==> src/rtl/calc_operand_memory_if.sv <==
`default_nettype none
// ============================================================================
// Module   : calc_operand_memory_if
// Purpose  : Keypad / ALU bundle between the calculator front end and the
//            operand store.
// Revision : 1.0
// ============================================================================
interface calc_operand_memory_if #(
    parameter int WIDTH      = 16,
    parameter int DIGIT_W    = 4,
    parameter int MAX_DIGITS = 4
);
    localparam int c_cnt_w = $clog2(MAX_DIGITS + 1);

    logic [DIGIT_W-1:0] num;
    logic               num_valid;
    logic [1:0]         operator;
    logic               op_valid;
    logic               equ_enable;
    logic               clear_enable;
    logic [WIDTH-1:0]   res;
    logic               res_valid;
    logic [WIDTH-1:0]   save1;
    logic [WIDTH-1:0]   save2;
    logic [3:0]         op_out;
    logic               calc_go;
    logic [c_cnt_w-1:0] digit_cnt;
    logic               overflow;
    logic [2:0]         state;

    modport master (
        output num, num_valid, operator, op_valid, equ_enable, clear_enable,
               res, res_valid,
        input  save1, save2, op_out, calc_go, digit_cnt, overflow, state
    );

    modport slave (
        input  num, num_valid, operator, op_valid, equ_enable, clear_enable,
               res, res_valid,
        output save1, save2, op_out, calc_go, digit_cnt, overflow, state
    );
endinterface
`default_nettype wire

==> src/rtl/calc_operand_memory.sv <==
`default_nettype none
// ============================================================================
// Module   : calc_operand_memory
// Purpose  : Operand/operator store: builds decimal operands from keypad
//            digits and sequences the ALU calculate/write-back handshake.
// Revision : 1.0
// ============================================================================
module calc_operand_memory #(
    parameter int WIDTH      = 16,
    parameter int DIGIT_W    = 4,
    parameter int RADIX      = 10,
    parameter int MAX_DIGITS = 4
) (
    input  wire logic              clk,
    input  wire logic              rst,
    calc_operand_memory_if.slave   bus
);
    localparam int c_cnt_w = $clog2(MAX_DIGITS + 1);
    localparam int c_ext_w = WIDTH + DIGIT_W + 4;
    localparam logic [c_ext_w-1:0] c_max = {{(DIGIT_W + 4){1'b0}}, {WIDTH{1'b1}}};

    localparam logic [2:0] c_entry_a = 3'd0;
    localparam logic [2:0] c_op_wait = 3'd1;
    localparam logic [2:0] c_entry_b = 3'd2;
    localparam logic [2:0] c_calc    = 3'd3;
    localparam logic [2:0] c_result  = 3'd4;

    logic [2:0]         r_state,   w_state_n;
    logic [WIDTH-1:0]   r_save1,   w_save1_n;
    logic [WIDTH-1:0]   r_save2,   w_save2_n;
    logic [WIDTH-1:0]   r_last_b,  w_last_b_n;
    logic [3:0]         r_op,      w_op_n;
    logic [c_cnt_w-1:0] r_cnt,     w_cnt_n;
    logic               r_ovf,     w_ovf_n;
    logic               r_calc_go, w_calc_go_n;

    logic               w_do_res, w_do_equ, w_do_op, w_do_num;
    logic [3:0]         w_onehot;
    logic [WIDTH-1:0]   w_target;
    logic [WIDTH-1:0]   w_digit;
    logic [c_ext_w-1:0] w_num_ext, w_acc;
    logic               w_digit_bad, w_cnt_full, w_too_big;

    // Single winner among coincident strobes; clear is handled in the register
    assign w_do_res = bus.res_valid;
    assign w_do_equ = bus.equ_enable & ~bus.res_valid;
    assign w_do_op  = bus.op_valid & ~bus.equ_enable & ~bus.res_valid;
    assign w_do_num = bus.num_valid & ~bus.op_valid & ~bus.equ_enable & ~bus.res_valid;

    assign w_onehot    = 4'b0001 << bus.operator;
    assign w_target    = (r_state == c_entry_b) ? r_save2 : r_save1;
    assign w_num_ext   = c_ext_w'(bus.num);
    assign w_digit     = WIDTH'(bus.num);
    assign w_acc       = c_ext_w'(w_target) * c_ext_w'(RADIX) + w_num_ext;
    assign w_digit_bad = (w_num_ext >= c_ext_w'(RADIX));
    assign w_cnt_full  = (r_cnt == c_cnt_w'(MAX_DIGITS));
    assign w_too_big   = (w_acc > c_max);

    always_comb begin
        w_state_n   = r_state;
        w_save1_n   = r_save1;
        w_save2_n   = r_save2;
        w_last_b_n  = r_last_b;
        w_op_n      = r_op;
        w_cnt_n     = r_cnt;
        w_ovf_n     = r_ovf;
        w_calc_go_n = 1'b0;

        case (r_state)
            c_entry_a: begin
                if (w_do_op) begin
                    w_op_n    = w_onehot;
                    w_cnt_n   = '0;
                    w_state_n = c_op_wait;
                end else if (w_do_num) begin
                    if (w_digit_bad) begin
                        w_ovf_n = 1'b1;
                    end else if (!w_cnt_full) begin
                        if (w_too_big) begin
                            w_ovf_n = 1'b1;
                        end else begin
                            w_save1_n = w_acc[WIDTH-1:0];
                            w_cnt_n   = r_cnt + 1'b1;
                        end
                    end
                end
            end
            c_op_wait: begin
                if (w_do_op) begin
                    w_op_n = w_onehot;
                end else if (w_do_num) begin
                    if (w_digit_bad) begin
                        w_ovf_n = 1'b1;
                    end else begin
                        w_save2_n = w_digit;
                        w_cnt_n   = c_cnt_w'(1);
                        w_state_n = c_entry_b;
                    end
                end
            end
            c_entry_b: begin
                if (w_do_equ) begin
                    w_last_b_n  = r_save2;
                    w_calc_go_n = 1'b1;
                    w_state_n   = c_calc;
                end else if (w_do_num) begin
                    if (w_digit_bad) begin
                        w_ovf_n = 1'b1;
                    end else if (!w_cnt_full) begin
                        if (w_too_big) begin
                            w_ovf_n = 1'b1;
                        end else begin
                            w_save2_n = w_acc[WIDTH-1:0];
                            w_cnt_n   = r_cnt + 1'b1;
                        end
                    end
                end
            end
            c_calc: begin
                if (w_do_res) begin
                    w_save1_n = bus.res;
                    w_save2_n = '0;
                    w_cnt_n   = '0;
                    w_state_n = c_result;
                end
            end
            c_result: begin
                if (w_do_equ) begin
                    // Repeat the last operation against the new result
                    w_save2_n   = r_last_b;
                    w_calc_go_n = 1'b1;
                    w_state_n   = c_calc;
                end else if (w_do_op) begin
                    w_op_n    = w_onehot;
                    w_state_n = c_op_wait;
                end else if (w_do_num) begin
                    if (w_digit_bad) begin
                        w_ovf_n = 1'b1;
                    end else begin
                        w_save1_n = w_digit;
                        w_op_n    = 4'b0000;
                        w_cnt_n   = c_cnt_w'(1);
                        w_state_n = c_entry_a;
                    end
                end
            end
            default: w_state_n = c_entry_a;
        endcase
    end

    always_ff @(posedge clk) begin
        if (rst || bus.clear_enable) begin
            r_state   <= c_entry_a;
            r_save1   <= '0;
            r_save2   <= '0;
            r_last_b  <= '0;
            r_op      <= 4'b0000;
            r_cnt     <= '0;
            r_ovf     <= 1'b0;
            r_calc_go <= 1'b0;
        end else begin
            r_state   <= w_state_n;
            r_save1   <= w_save1_n;
            r_save2   <= w_save2_n;
            r_last_b  <= w_last_b_n;
            r_op      <= w_op_n;
            r_cnt     <= w_cnt_n;
            r_ovf     <= w_ovf_n;
            r_calc_go <= w_calc_go_n;
        end
    end

    assign bus.save1     = r_save1;
    assign bus.save2     = r_save2;
    assign bus.op_out    = r_op;
    assign bus.calc_go   = r_calc_go;
    assign bus.digit_cnt = r_cnt;
    assign bus.overflow  = r_ovf;
    assign bus.state     = r_state;
endmodule
`default_nettype wire

==> src/flat_wrapper.sv <==
// flat-port wrapper written by rule: the top's interface ports become plain ports
module calc_operand_memory_flat 
#(
    parameter int WIDTH      = 16,
    parameter int DIGIT_W    = 4,
    parameter int RADIX      = 10,
    parameter int MAX_DIGITS = 4
)
  (clk, rst, bus_num, bus_num_valid, bus_operator, bus_op_valid, bus_equ_enable, bus_clear_enable, bus_res, bus_res_valid, bus_save1, bus_save2, bus_op_out, bus_calc_go, bus_digit_cnt, bus_overflow, bus_state);
  calc_operand_memory_if #(.WIDTH(WIDTH), .DIGIT_W(DIGIT_W), .MAX_DIGITS(MAX_DIGITS)) bus_i ();
  input  wire logic clk;
  input  wire logic rst;
  input wire logic [$bits(bus_i.num)-1:0] bus_num;
  input wire logic [$bits(bus_i.num_valid)-1:0] bus_num_valid;
  input wire logic [$bits(bus_i.operator)-1:0] bus_operator;
  input wire logic [$bits(bus_i.op_valid)-1:0] bus_op_valid;
  input wire logic [$bits(bus_i.equ_enable)-1:0] bus_equ_enable;
  input wire logic [$bits(bus_i.clear_enable)-1:0] bus_clear_enable;
  input wire logic [$bits(bus_i.res)-1:0] bus_res;
  input wire logic [$bits(bus_i.res_valid)-1:0] bus_res_valid;
  output wire logic [$bits(bus_i.save1)-1:0] bus_save1;
  output wire logic [$bits(bus_i.save2)-1:0] bus_save2;
  output wire logic [$bits(bus_i.op_out)-1:0] bus_op_out;
  output wire logic [$bits(bus_i.calc_go)-1:0] bus_calc_go;
  output wire logic [$bits(bus_i.digit_cnt)-1:0] bus_digit_cnt;
  output wire logic [$bits(bus_i.overflow)-1:0] bus_overflow;
  output wire logic [$bits(bus_i.state)-1:0] bus_state;
  assign bus_i.num = bus_num;
  assign bus_i.num_valid = bus_num_valid;
  assign bus_i.operator = bus_operator;
  assign bus_i.op_valid = bus_op_valid;
  assign bus_i.equ_enable = bus_equ_enable;
  assign bus_i.clear_enable = bus_clear_enable;
  assign bus_i.res = bus_res;
  assign bus_i.res_valid = bus_res_valid;
  assign bus_save1 = bus_i.save1;
  assign bus_save2 = bus_i.save2;
  assign bus_op_out = bus_i.op_out;
  assign bus_calc_go = bus_i.calc_go;
  assign bus_digit_cnt = bus_i.digit_cnt;
  assign bus_overflow = bus_i.overflow;
  assign bus_state = bus_i.state;
  calc_operand_memory #(.WIDTH(WIDTH), .DIGIT_W(DIGIT_W), .RADIX(RADIX), .MAX_DIGITS(MAX_DIGITS)) u_core (.clk(clk), .rst(rst), .bus(bus_i));
endmodule
==> config.mk <==
export PLATFORM = sky130hd
export DESIGN_NAME = calc_operand_memory_flat
export DESIGN_NICKNAME = d
export VERILOG_FILES = /design/src/rtl/calc_operand_memory_if.sv /design/src/rtl/calc_operand_memory.sv /design/src/flat_wrapper.sv
export SDC_FILE = /design/constraint.sdc
export NUM_CORES = 1
export LEC_CHECK = 0
export ABC_CLOCK_PERIOD_IN_PS = 8600
export CORE_ASPECT_RATIO = 1.4
export CORE_MARGIN = 4
export CORE_UTILIZATION = 50
export CTS_BUF_LIST = sky130_fd_sc_hd__clkbuf_8 sky130_fd_sc_hd__clkbuf_16
export DETAILED_ROUTE_END_ITERATION = 8
export HOLD_SLACK_MARGIN = 0.12
export MAX_ROUTING_LAYER = met4
export PLACE_DENSITY = 0.75
export SYNTH_ARGS = -nofsm -noshare
export SYNTH_HDL_FRONTEND = slang
export SYNTH_SLANG_ARGS = --single-unit
==> constraint.sdc <==
create_clock -name clk -period 8.6 [get_ports clk]
set_input_delay 1.29 -clock clk [delete_from_list [all_inputs] [get_ports clk]]
set_output_delay 1.29 -clock clk [all_outputs]
set_load 0.1 [all_outputs]
==> metrics.yaml <==
outcome:
  status: "finished, final reports clean"
run:
  maxCapViolCount: 0
power:
  peakVddDrop_uv: 160.0
  power.leakage_nw: 2.253
  power.density_nw_per_um2: 136.4
setup_path:
  cp_top_family: "compound AO/OA/AOI/OAI gates"
  slowest_delay_ns: 0.97
  crit_top_cell: "nand2_1"
  worstSetupPathType: "flop to flop"
  end_kind: "flop"
  cp_data_required_time_ns: 8.82
  critical_path_depth: 16
  crit_fanout: 23
  path_cells: "nor2b_1, nand2_1, nand2_1, nand2_1, ha_1, ha_1, fa_1, a21o_4, a221oi_2, o21bai_2, xor2_1, nor4b_4, nand4_2, a2111oi_4, nor3_1, a211oi_1"
  worst-path-buf-inv: 0
  crit_path_start_kind: "flop"
  critPathArrivalTime_ns: 6.23
  slowest_stage: "a2111oi_4"
  r2r_cells: 16
logic_synthesis:
  ys_types: 75
  yosys.area.top_type: "dfxtp_1"
  synth-seq-cells: 60
  synth_edf_count: 0
  ys.flop_type: "dfxtp_1"
  async_flop_share: 0
  syn-instance-count: 577
  synthesis.nets: 641
  synthesis.area_um2: 4573
  ys_top_cells_by_count: "nand2_1 (121), dfxtp_1 (60), a21oi_1 (46)"
  ys_seq_area_frac: 0.2627
  synth.top_cell.area_share: 0.2627
  synthTopCellsByArea: "dfxtp_1 (26%), nand2_1 (9.9%), ha_1 (9.0%)"
  synth.most_common_cell: "nand2_1"
  synth.avg_cell_area_um2: 7.926
  yosys_warnings: 0
placement:
  routabilityCongestion: 0.9383
  post-place-ws_ns: 2.764
  portBuffers: 72
  hpwl_um: 9972
  dp.cells: 725
timing:
  timing.final.ws_setup_ns: 2.597
  grt_setup_unrepaired: "false"
  tightest_slew_ns: 1.217
  skew_ns: 0.006859
  finalCritPeriodShare: 0.6981
  slew_violations: 0
  final_hold_viol_count: 0
  setup_viol: 0
  fmax_ghz: 0.1666
  max-slew-margin-rel: 0.1830
  setup_tns_ns: 0
  period_minus_slack_ns: 6.003
clocking:
  clk_path_buf_depth: 2
  ctsResizeCount: 0
  cts-root-buf: "clkbuf_16"
  ctsHoldBuffers: 0
  h-tree-depth: 3
  post_cts_buffers: 0
  cts_buffers: 9
  clkLatencyLatePin_ns: 0.33
  cts_tree: "yes"
  cts_sinks: 60
  clkTransAtPathRegs_ns: 0.06
final_layout:
  final_nets: 693
  drive_gt1_frac: 0.07256
  layout-area-overhead-vs-synth_pct: 23.28
  num_antenna_cells: 0
  final_core_util: 0.6280
  fill_cells: 772
  final_cells: 741
floorplanning:
  die_x_um: 88.83
  start_util: 0.5094
  die_y_um: 121.2
  io_pins: 73
  dieArea_um2: 10760
  fp.coreArea_um2: 8977
  rows: 41
drt:
  wl_um: 13680
  postRouteAntennaNets: 0
  top_layer_used: "met4"
  dr.pass1.iters: 6
  route.vias.total: 4621
  wire_per_inst_um: 18.46
  remaining_drc_errors: 0
  drt-met1-wl_um: 5717
  vias_per_cell: 6.236
  routed-wl-met2_um: 6880
  met3_length_um: 843
  drt_iter0_drc: 451
grt:
  grt_use_total: 0.2686
  grt_max_degree: 46
  grt_pass1_wl_um: 22310
  antenna_found_initial: 0
  grt_pass1_vias: 4549
  overflow: 0
min_path:
  hp-class: "flop to flop"
  hold_depth: 2
==> kinds of logic after synthesis <==
logic type / Yosys count / synth area share
muxes: 15 / 0.03338
buffers and inverters: 49 / 0.04843
adders and majority gates: 35 / 0.09904
xor gates and xnor gates: 20 / 0.04159
AOI/OAI and AO/OA: 175 / 0.2854
DFF: 60 / 0.2627
and+or+nand+nor: 223 / 0.2296
==> path summary, 6_finish.rpt <==
| path | start | endpoint | slack, ns |
|---|---|---|---|
| worst min-delay path | u_core.r_last_b[0]$_SDFFE_PP0P_ | u_core.r_last_b[0]$_SDFFE_PP0P_ | 0.45 |
| worst max register to register | u_core.bus.state[1]$_SDFFE_PP0P_ | u_core.bus.save1[2]$_SDFFE_PP0P_ | 2.60 |
| worst max-delay path | u_core.bus.state[1]$_SDFFE_PP0P_ | u_core.bus.save1[2]$_SDFFE_PP0P_ | 2.60 |
| worst min register to register | u_core.r_last_b[0]$_SDFFE_PP0P_ | u_core.r_last_b[0]$_SDFFE_PP0P_ | 0.45 |
==> worst min-delay path: stages, from the launching register on <==
cell	delay [ns]
dfxtp_1	0.31
nand2_1	0.05
a21oi_1	0.05
==> layout by cell type (no fill, tap or decap), types with 14 or more instances in the layout <==
master and count:
ha_1 33, a211oi_1 26, inv_1 16, clkdlybuf4s50_1 72, a21oi_1 46, nor3_1 19
nand2_1 121, o21ai_0 26, dfxtp_1 60, nor2_1 32, xnor2_1 14
==> power by group <==
part / internal [W] / switching, W
clock: 0.000297 / 0.000129
combinational: 0.0000249 / 0.0000375
sequential: 0.000279 / 0.00000168
==> routing by layer <==
metal	vias up	track usage
li1	2202	-
met1	2199	0.3324
met2	197	0.4377
met3	23	0.03736
met4	0	0.1030
met5	-	-
==> layout make-up <==
cell class,instances,area (um^2),area share
inverter,16,60.06,0.01065
timing repair buffer,74,735.7,0.1305
sequential,60,1201,0.2130
tap,107,133.9,0.02375
clock buffer,11,252.7,0.04483
multi-input combinational,468,3156,0.5597
clock inverter,5,98.84,0.01753
==> state kept, by name, indices dropped and copies added (netlist names) <==
register and cells:
u_core.bus.digit_cnt 3, u_core.bus.save1 16, u_core.bus.calc_go 1, u_core.r_last_b 16, u_core.bus.overflow 1, u_core.bus.state 3
u_core.bus.op_out 4, u_core.bus.save2 16
==> stage by stage <==
stage	power [W]	cell area, um^2	hold WS (ns)
global placement	0.0003472	5286	0.4383
global route	0.0007858	5638	0.4678
floorplan	0.0003235	4573	0.4321
CTS	0.0007673	5638	0.4533
finish	0.0007693	5638	0.4537
detailed placement	0.0003484	5286	0.4476
Power figures use the tool's default switching activity.
